--- src/rtl/inst_fetcher_pkg.sv ---
// inst_fetcher_pkg: opcodes, FSM states and queue entry layout shared by the fetch front-end.
package inst_fetcher_pkg;
  localparam logic [6:0] JAL_OPCODE = 7'b1101111;
  localparam logic [6:0] B_OPCODE = 7'b1100011;
  localparam int QUEUE_ENTRY_W = 65;
  typedef enum logic [1:0] {IDLE, WAIT_RESP, DROP} state_t;
  typedef struct packed {
    logic pred;
    logic [31:0] pc;
    logic [31:0] inst;
  } entry_t;
endpackage

--- src/rtl/inst_queue.sv ---
// inst_queue: circular FIFO of fetched {pred, pc, inst}; full/empty come from count.
module inst_queue
  import inst_fetcher_pkg::*;
#(
  parameter int DEPTH = 8
) (
  input  logic   clk_in,
  input  logic   rstn_in,
  input  logic   push,
  input  logic   pop,
  input  logic   clear,
  input  entry_t push_data,
  output entry_t head_data,
  output logic   not_empty,
  output logic   full
);
  localparam int AW = $clog2(DEPTH);
  entry_t mem [DEPTH];
  logic [AW-1:0] head, tail;
  logic [AW:0] count;
  assign not_empty = count != '0;
  assign full = count == (AW+1)'(DEPTH);
  assign head_data = not_empty ? mem[head] : '0;
  always_ff @(posedge clk_in or negedge rstn_in)
    if (!rstn_in) begin
      head <= '0;
      tail <= '0;
      count <= '0;
    end else if (clear) begin
      head <= '0;
      tail <= '0;
      count <= '0;
    end else begin
      if (push) tail <= tail + AW'(1);
      if (pop) head <= head + AW'(1);
      count <= count + (AW+1)'(push) - (AW+1)'(pop);
    end
  always_ff @(posedge clk_in)
    if (push && !clear) mem[tail] <= push_data;
endmodule

--- src/rtl/inst_fetcher.sv ---
// inst_fetcher: PC, single-outstanding icache fetch FSM and instruction queue.
// Optional static branch prediction on push: define INST_FETCHER_PREDICT_EN.
module inst_fetcher
  import inst_fetcher_pkg::*;
#(
  parameter int          QUEUE_DEPTH = 8,
  parameter logic [31:0] RESET_PC    = 32'h0
) (
  input  logic        clk_in,
  input  logic        rstn_in,
  input  logic        rdy_in,
  output logic        ic_req_valid,
  input  logic        ic_req_ready,
  output logic [31:0] ic_req_addr,
  input  logic        ic_resp_valid,
  input  logic [31:0] ic_resp_inst,
  output logic        out_valid,
  input  logic        out_ready,
  output logic [31:0] out_inst,
  output logic [31:0] out_pc,
  output logic        out_pred_taken,
  input  logic        jump_en,
  input  logic [31:0] jump_pc,
  output logic        queue_full
);
  state_t state, state_nx;
  logic [31:0] pc, next_pc;
  logic pred, push, pop;
  entry_t head;
  assign ic_req_valid = rstn_in && state == IDLE && rdy_in && !jump_en && !queue_full;
  assign ic_req_addr = pc;
  assign push = state == WAIT_RESP && ic_resp_valid && !jump_en;
  assign pop = out_valid && out_ready && rdy_in && !jump_en;
  assign out_inst = head.inst;
  assign out_pc = head.pc;
  assign out_pred_taken = head.pred;
`ifdef INST_FETCHER_PREDICT_EN
  logic [31:0] imm_j, imm_b;
  logic is_jal;
  assign imm_j = {{12{ic_resp_inst[31]}}, ic_resp_inst[19:12], ic_resp_inst[20], ic_resp_inst[30:21], 1'b0};
  assign imm_b = {{20{ic_resp_inst[31]}}, ic_resp_inst[7], ic_resp_inst[30:25], ic_resp_inst[11:8], 1'b0};
  assign is_jal = ic_resp_inst[6:0] == JAL_OPCODE;
  assign pred = is_jal || (ic_resp_inst[6:0] == B_OPCODE && ic_resp_inst[31]);
  assign next_pc = pc + (is_jal ? imm_j : pred ? imm_b : 32'd4);
`else
  assign pred = 1'b0;
  assign next_pc = pc + 32'd4;
`endif
  // A flush with the response already on the bus needs no DROP cycle.
  always_comb begin
    state_nx = state;
    if (jump_en) state_nx = state == WAIT_RESP ? (ic_resp_valid ? IDLE : DROP) : state;
    else if (state == IDLE) state_nx = (ic_req_valid && ic_req_ready) ? WAIT_RESP : IDLE;
    else state_nx = ic_resp_valid ? IDLE : state;
  end
  always_ff @(posedge clk_in or negedge rstn_in)
    if (!rstn_in) begin
      state <= IDLE;
      pc <= RESET_PC;
    end else begin
      state <= state_nx;
      pc <= jump_en ? jump_pc : push ? next_pc : pc;
    end
  inst_queue #(.DEPTH(QUEUE_DEPTH)) u_queue (
    .clk_in(clk_in),
    .rstn_in(rstn_in),
    .push(push),
    .pop(pop),
    .clear(jump_en),
    .push_data('{pred: pred, pc: pc, inst: ic_resp_inst}),
    .head_data(head),
    .not_empty(out_valid),
    .full(queue_full)
  );
endmodule

--- config.mk ---
export PLATFORM = sky130hd
export DESIGN_NAME = inst_fetcher
export DESIGN_NICKNAME = d
export VERILOG_FILES = /design/src/rtl/inst_fetcher_pkg.sv /design/src/rtl/inst_queue.sv /design/src/rtl/inst_fetcher.sv
export SDC_FILE = /design/constraint.sdc
export NUM_CORES = 1
export LEC_CHECK = 0
export ABC_AREA = 1
export BUFFER_PORTS_ARGS = -buffer_cell sky130_fd_sc_hd__buf_2
export CAP_MARGIN = 20
export CORE_MARGIN = 10
export CORE_UTILIZATION = 40
export CTS_CLUSTER_DIAMETER = 40
export DETAILED_ROUTE_END_ITERATION = 12
export GPL_ROUTABILITY_DRIVEN = 0
export PLACE_DENSITY = 0.58
export SLEW_MARGIN = 20
export SYNTH_ARGS = -nofsm -noshare
export SYNTH_HDL_FRONTEND = slang
export SYNTH_SLANG_ARGS = --single-unit
--- constraint.sdc ---
create_clock -name clk_in -period 6.9 [get_ports clk_in]
set_input_delay 0.345 -clock clk_in [delete_from_list [all_inputs] [get_ports clk_in]]
set_output_delay 0.345 -clock clk_in [all_outputs]
set_load 0.05 [all_outputs]
Word-level counts from Yosys, hierarchy flattened --
Memory sizes are Yosys's and may differ from the RTL's. Cells that the tools add are included.
Cells by class: mux-type cells 16, reductions and logical operators 19, add/sub/neg operators 5, equality and inequality tests 3
Operator list (number):
- $mux W65 | 1
- $mux W32 | 2
- $add A32 B3 Y32 const B | 1
- $mux W3 | 4
- $logic_and A1 B1 Y1 | 11
- $mux W2 | 5
- $add A3 B1 Y3 const B | 2
- $add A4 B1 Y4 | 1
- $eq A4 B4 Y1 const B | 1
- $mux W4 | 1
- $reduce_bool A2 Y1 | 2
- $reduce_bool A4 Y1 | 1
- $sub A4 B1 Y4 | 1
- $mux W1 | 3
- $reduce_bool A3 Y1 | 1
- $eq A2 B1 Y1 const B | 1
- $logic_not A1 Y1 | 2
- $logic_not A2 Y1 | 1
- $ne A2 B1 Y1 const B | 1
- $reduce_and A2 Y1 | 1
Storage, ports and cells: word-level logic and storage cells 49, register bits after elaboration 44, memory bits (writable) 512, input port bits 71, memories 1, output and inout port bits 100
Memories:
- u_queue.mem | words 8, bits a word 64, rd ports 1, clocked after Yosys merged registers in 0, write ports 1, line inst_queue.sv:18 | entry_t mem [DEPTH];

Depth between registers and ports, before layout --
depth in word-level cells 9, gate-level depth with buffers 13, depth with buffers taken out 12

Hierarchy --
From an unflattened synthesis, not the netlist that was laid out.
Second synthesis, totals: cell total of the unflattened synthesis 2716, area total of the unflattened synthesis 25787.2 µm²
Modules (own cells, without submodules):
- inst_queue | cells an instance 2330, sequential area each 15865.2 µm², times used 1, area an instance 23272.3 µm²
- inst_fetcher | cells an instance 386, sequential area each 850.8 µm², times used 1, area an instance 2514.9 µm²

Worst setup path after synthesis --
No wires, ideal clock.
path type flip-flop to flip-flop, from reg state[1], to mem u_queue.mem[3][0] in the netlist's numbering (enable), clock period less this slack 6.009 ns, library setup time 0.565 ns, arrival time 5.444 ns, required time 6.335 ns, stages on the path, launching flop included 7, buffers on the path 1, setup slack 0.891 ns, path through dfrtp_1 > nor2_1 > nand2_1 > nor2_1 > buf_2 > nand2_1 > nor3_1
Between the ends: cells in the longest elaborated chain, start to end 6
Ends and longest elaborated chain:
- start, declared | line inst_fetcher.sv:26 | state_t state, state_nx;
- start signal, assigned | line inst_fetcher.sv:61 | state <= state_nx;
- $eq A2 B1 Y1 | line inst_fetcher.sv:32 | assign push = state == WAIT_RESP && ic_resp_valid && !jump_en;
- $logic_and A1 B1 Y1 (2 in series) | line inst_fetcher.sv:32
- $logic_and A1 B1 Y1 | line inst_queue.sv:39 | if (push && !clear) mem[tail] <= push_data;
- $mux W1 | line inst_queue.sv:39
- $mux W1 (implied by the code) | line inst_queue.sv:39
- end, declared | line inst_queue.sv:18
No other way between the ends.

Worst setup path in the final report --
from reg u_queue.head[0], to out out_pc[14]
Between the ends: cells in the longest elaborated chain, start to end 2
Ends and longest elaborated chain:
- start, declared | line inst_queue.sv:19 | logic [AW-1:0] head, tail;
- start signal, assigned | line inst_queue.sv:35 | if (pop) head <= head + AW'(1);
- $mem_v2 Z8 W64
- $mux W65 | line inst_queue.sv:23 | assign head_data = not_empty ? mem[head] : '0;
- end, declared | line inst_fetcher.sv:20 | output logic [31:0] out_pc,
No other way between the ends.

==> results.cfg <==
[sta]
tns_ns = 0
timing.final.crit_share_pct = 57.0
hold_violations = 0
worst_slew_pin_slew_ns = 1.01
maxSlewViolCount = 0
rsz0062_at_grt = no
fmax_mhz = 254
slew_headroom_pct = 32.6
setup_viol = 0
post-route-min-period_ns = 3.93
fin_skew_ns = 0.0220

[floorplan]
die_h_microns = 259
core.rowCount = 87
design.core.area_sq_mm = 0.0566
die_area_sq_mm = 0.0673
start_util_pct = 40.5
ios = 171
die_w_microns = 259

[worst_setup_path]
cp.required_ns = 6.55
crit_arrival_ns = 3.59
crit_path_max_incr_delay_ns = 0.69
start_kind = flop
crit_type = flop to output pin
endpoint_kind = output pin
worstPathCellList = inv_8 > buf_4 > nor2_1 > o21ai_1 > o21ai_1 > nor2_1 > buf_2
crit_fanout = 140
crit_slowest_cell = inv_8

[global_route]
grt_usage_pct = 17.3
grt_max_degree = 227
antenna_found_initial = 2
first_global_vias = 15300
gr-total-overflow = 0
grt_pass1_wl_microns = 90500

[logic_synthesis]
ys_warn_count = 0
synth_seq_cells = 556
synthTopCellsByArea = edfxtp_1 (67%), nor2_1 (7.3%), dfrtp_1 (4.8%)
synth_nets = 1975
synthesis.area_sq_mm = 0.0229
yosysTopAreaCellShare_pct = 67.1
yosysSeqAreaShare_pct = 71.9
synth.avg_cell_area_sq_um = 12.1
syn_inst = 1894
synth.distinct_cells = 34
yosysTopAreaCell = edfxtp_1

[cells_and_area]
num-nets-final = 2195
drive_gt1_share_pct = 16.3
area_delta_synth_final_pct = 21.4
fin_area_sq_mm = 0.0278

[pwr]
switching_power_uw = 3150
p_leak_uw = 0.00982
swShare_pct = 31.7
comb_power_share_pct = 18.1
ir_drop_mv = 0.210
clockPowerShare_pct = 42.5
power.density_mw_per_mm2 = 356
internal_power_uw = 6760
seq_power_share_pct = 39.4

[clock_tree]
postCtsSetupBuffers = 0
clk_path_buf_depth = 3
insertion_delay_ns = 0.62
cts_resized = 0
htreeDepth = 3
clockRootBuffer = clkbuf_16
clock_sinks = 556
clkTransAtPathRegs_ns = 0.06
cts_tree = built
numCtsBuffers = 85
ctsHoldBuffers = 49

[detailed_routing]
vias = 15300
drtPass1Iterations = 5
final_antenna_net_count = 0
routed_wl_microns = 59400
drc = 0
wl_per_cell_microns = 20.2
drt_iter0_drc = 1144
vias_per_cell = 5.21

[outcome]
outcome = completed

[placement]
place_area_sq_mm = 0.0244
portBuffers = 169
dp_hpwl_microns = 32100

[job]
maxCapViolations = 0

[hold_path]
holdCritPathClass = input port to flop
## cell usage in the layout (no fill, tap or decap), types with 4 or more instances in the layout
cell type      instances
a21oi_1                6
buf_2                169
buf_4                 23
bufinv_16              5
clkbuf_1               7
clkbuf_16             86
clkinv_1               4
clkinv_2               5
clkinv_4              18
clkinv_8               6
clkinvlp_4            11
dfrtp_1               41
dlygate4sd3_1         49
edfxtp_1             512
ha_1                   9
inv_1                 52
inv_6                  6
inv_8                  7
mux2i_1               64
nand2_1              153
nand3_1               44
nand4_1                4
nor2_1               446
nor3_1                 5
nor3_2                 6
o211ai_1               5
o21ai_0              191
o21ai_1              149
o22ai_1               66
xor2_1                 9
## cell type report
type / count / area (sq um)
flip-flops and latches: 556 / 16500
multi-input cells: 1174 / 5750
repair buffers: 243 / 1560
clock inverters: 62 / 668
well taps: 756 / 946
clock buffers: 95 / 2210
inverters: 54 / 210
diodes: 1 / 2.50
fillers: 5004 / 28800
## flip-flops by register name (all words and copies together) (netlist names)
| register | cells |
|---|---|
| state | 2 |
| ic_req_addr | 32 |
| u_queue.mem | 512 |
| u_queue.tail | 3 |
| u_queue.head | 3 |
| u_queue.count | 4 |
## power by group through the flow
| stage | Sequential [uW] | Combinational [uW] | Clock [uW] |
|---|---|---|---|
| after floorplan | 3990 | 1230 | 0 |
| after global placement | 3960 | 1780 | 0 |
| after detailed placement | 3970 | 1790 | 0 |
| after CTS | 3900 | 1820 | 4290 |
| after global routing | 3910 | 1940 | 4440 |
| final | 3900 | 1790 | 4220 |
## kinds of logic (layout without fill, tap and decap cells)
family | Yosys count | after routing | share of synthesized area (%)
buffers and inverters | 164 | 454 | 3.32
multiplexers | 64 | 64 | 2.79
AO/OA/AOI/OAI | 423 | 423 | 9.71
other | 1 | 2 | 0.0164
flip-flops | 556 | 556 | 71.9
adder cells (fa/ha/maj) | 10 | 10 | 0.578
XOR/XNOR | 10 | 10 | 0.382
AND/OR/NAND/NOR | 666 | 666 | 11.3
## Yosys cell counts (all sizes together)
library cell and number:
xor2 9, xnor2 1, o211ai 5, clkbuf 68, mux2i 64, o21a 1
ha 9, nand2 153, dfrtp 44, nor3b 1, o21bai 2, nand4 4
a22oi 1, o22ai 66, nand3 45, nand3b 3, a31oi 1, edfxtp 512
o221ai 1, o21ai 340, nor2 448, fa 1, or2 1, buf 42
nor3 11, inv 54, a21oi 6, conb 1
## metal layers
layer | vias up | global-route usage (%) | routed length [microns]
met5 | - | 0 | 13
met1 | 7563 | 22.5 | 26000
met2 | 423 | 28.8 | 29000
met4 | 2 | 5.72 | 1260
met3 | 82 | 3.31 | 3100
li1 | 7252 | - | -
## metrics by stage
stage | utilization (%) | power [uW] | cells | hold WS, ns | setup slack [ns]
floorplan | - | 5220 | 1894 | 0.0494 | 0.891
global placement | 43.2 | 5740 | 2733 | 0.501 | 3.37
detailed placement | 43.2 | 5750 | 2733 | 0.505 | 3.39
CTS | 49.1 | 10000 | 2939 | 0.00108 | 2.68
global route | 49.2 | 10300 | 2941 | 0.0237 | 2.66
finish | 49.2 | 9910 | 2941 | 0.0274 | 2.97
## critical path: cells and delay by family (launching register included)
family | cells | cell delay (ns)
buffers and inverters | 3 | 1.64
AND/OR/NAND/NOR | 2 | 0.40
flip-flops | 1 | 0.67
AO/OA/AOI/OAI | 2 | 0.22
## worst paths after layout
path | start | end | slack, ns | depth (start not counted)
max in group asynchronous | rstn_in | u_queue.head[1]$_DFFE_PN0P_ | 5.98 | 3
setup reg to reg | u_queue.count[2]$_DFF_PN0_ | u_queue.count[2]$_DFF_PN0_ | 3.81 | 12
hold / removal | ic_resp_inst[17] | u_queue.mem[0][17]$_DFFE_PP_ | 0.03 | 1
setup / recovery | u_queue.head[0]$_DFFE_PN0P_ | out_pc[14] | 2.97 | 7
min in group asynchronous | rstn_in | ic_req_addr[10]$_DFFE_PN0N_ | 0.39 | 3
hold reg to reg | state[1]$_DFFE_PN0P_ | state[1]$_DFFE_PN0P_ | 0.56 | 2
(Power assumes the default switching activity.)
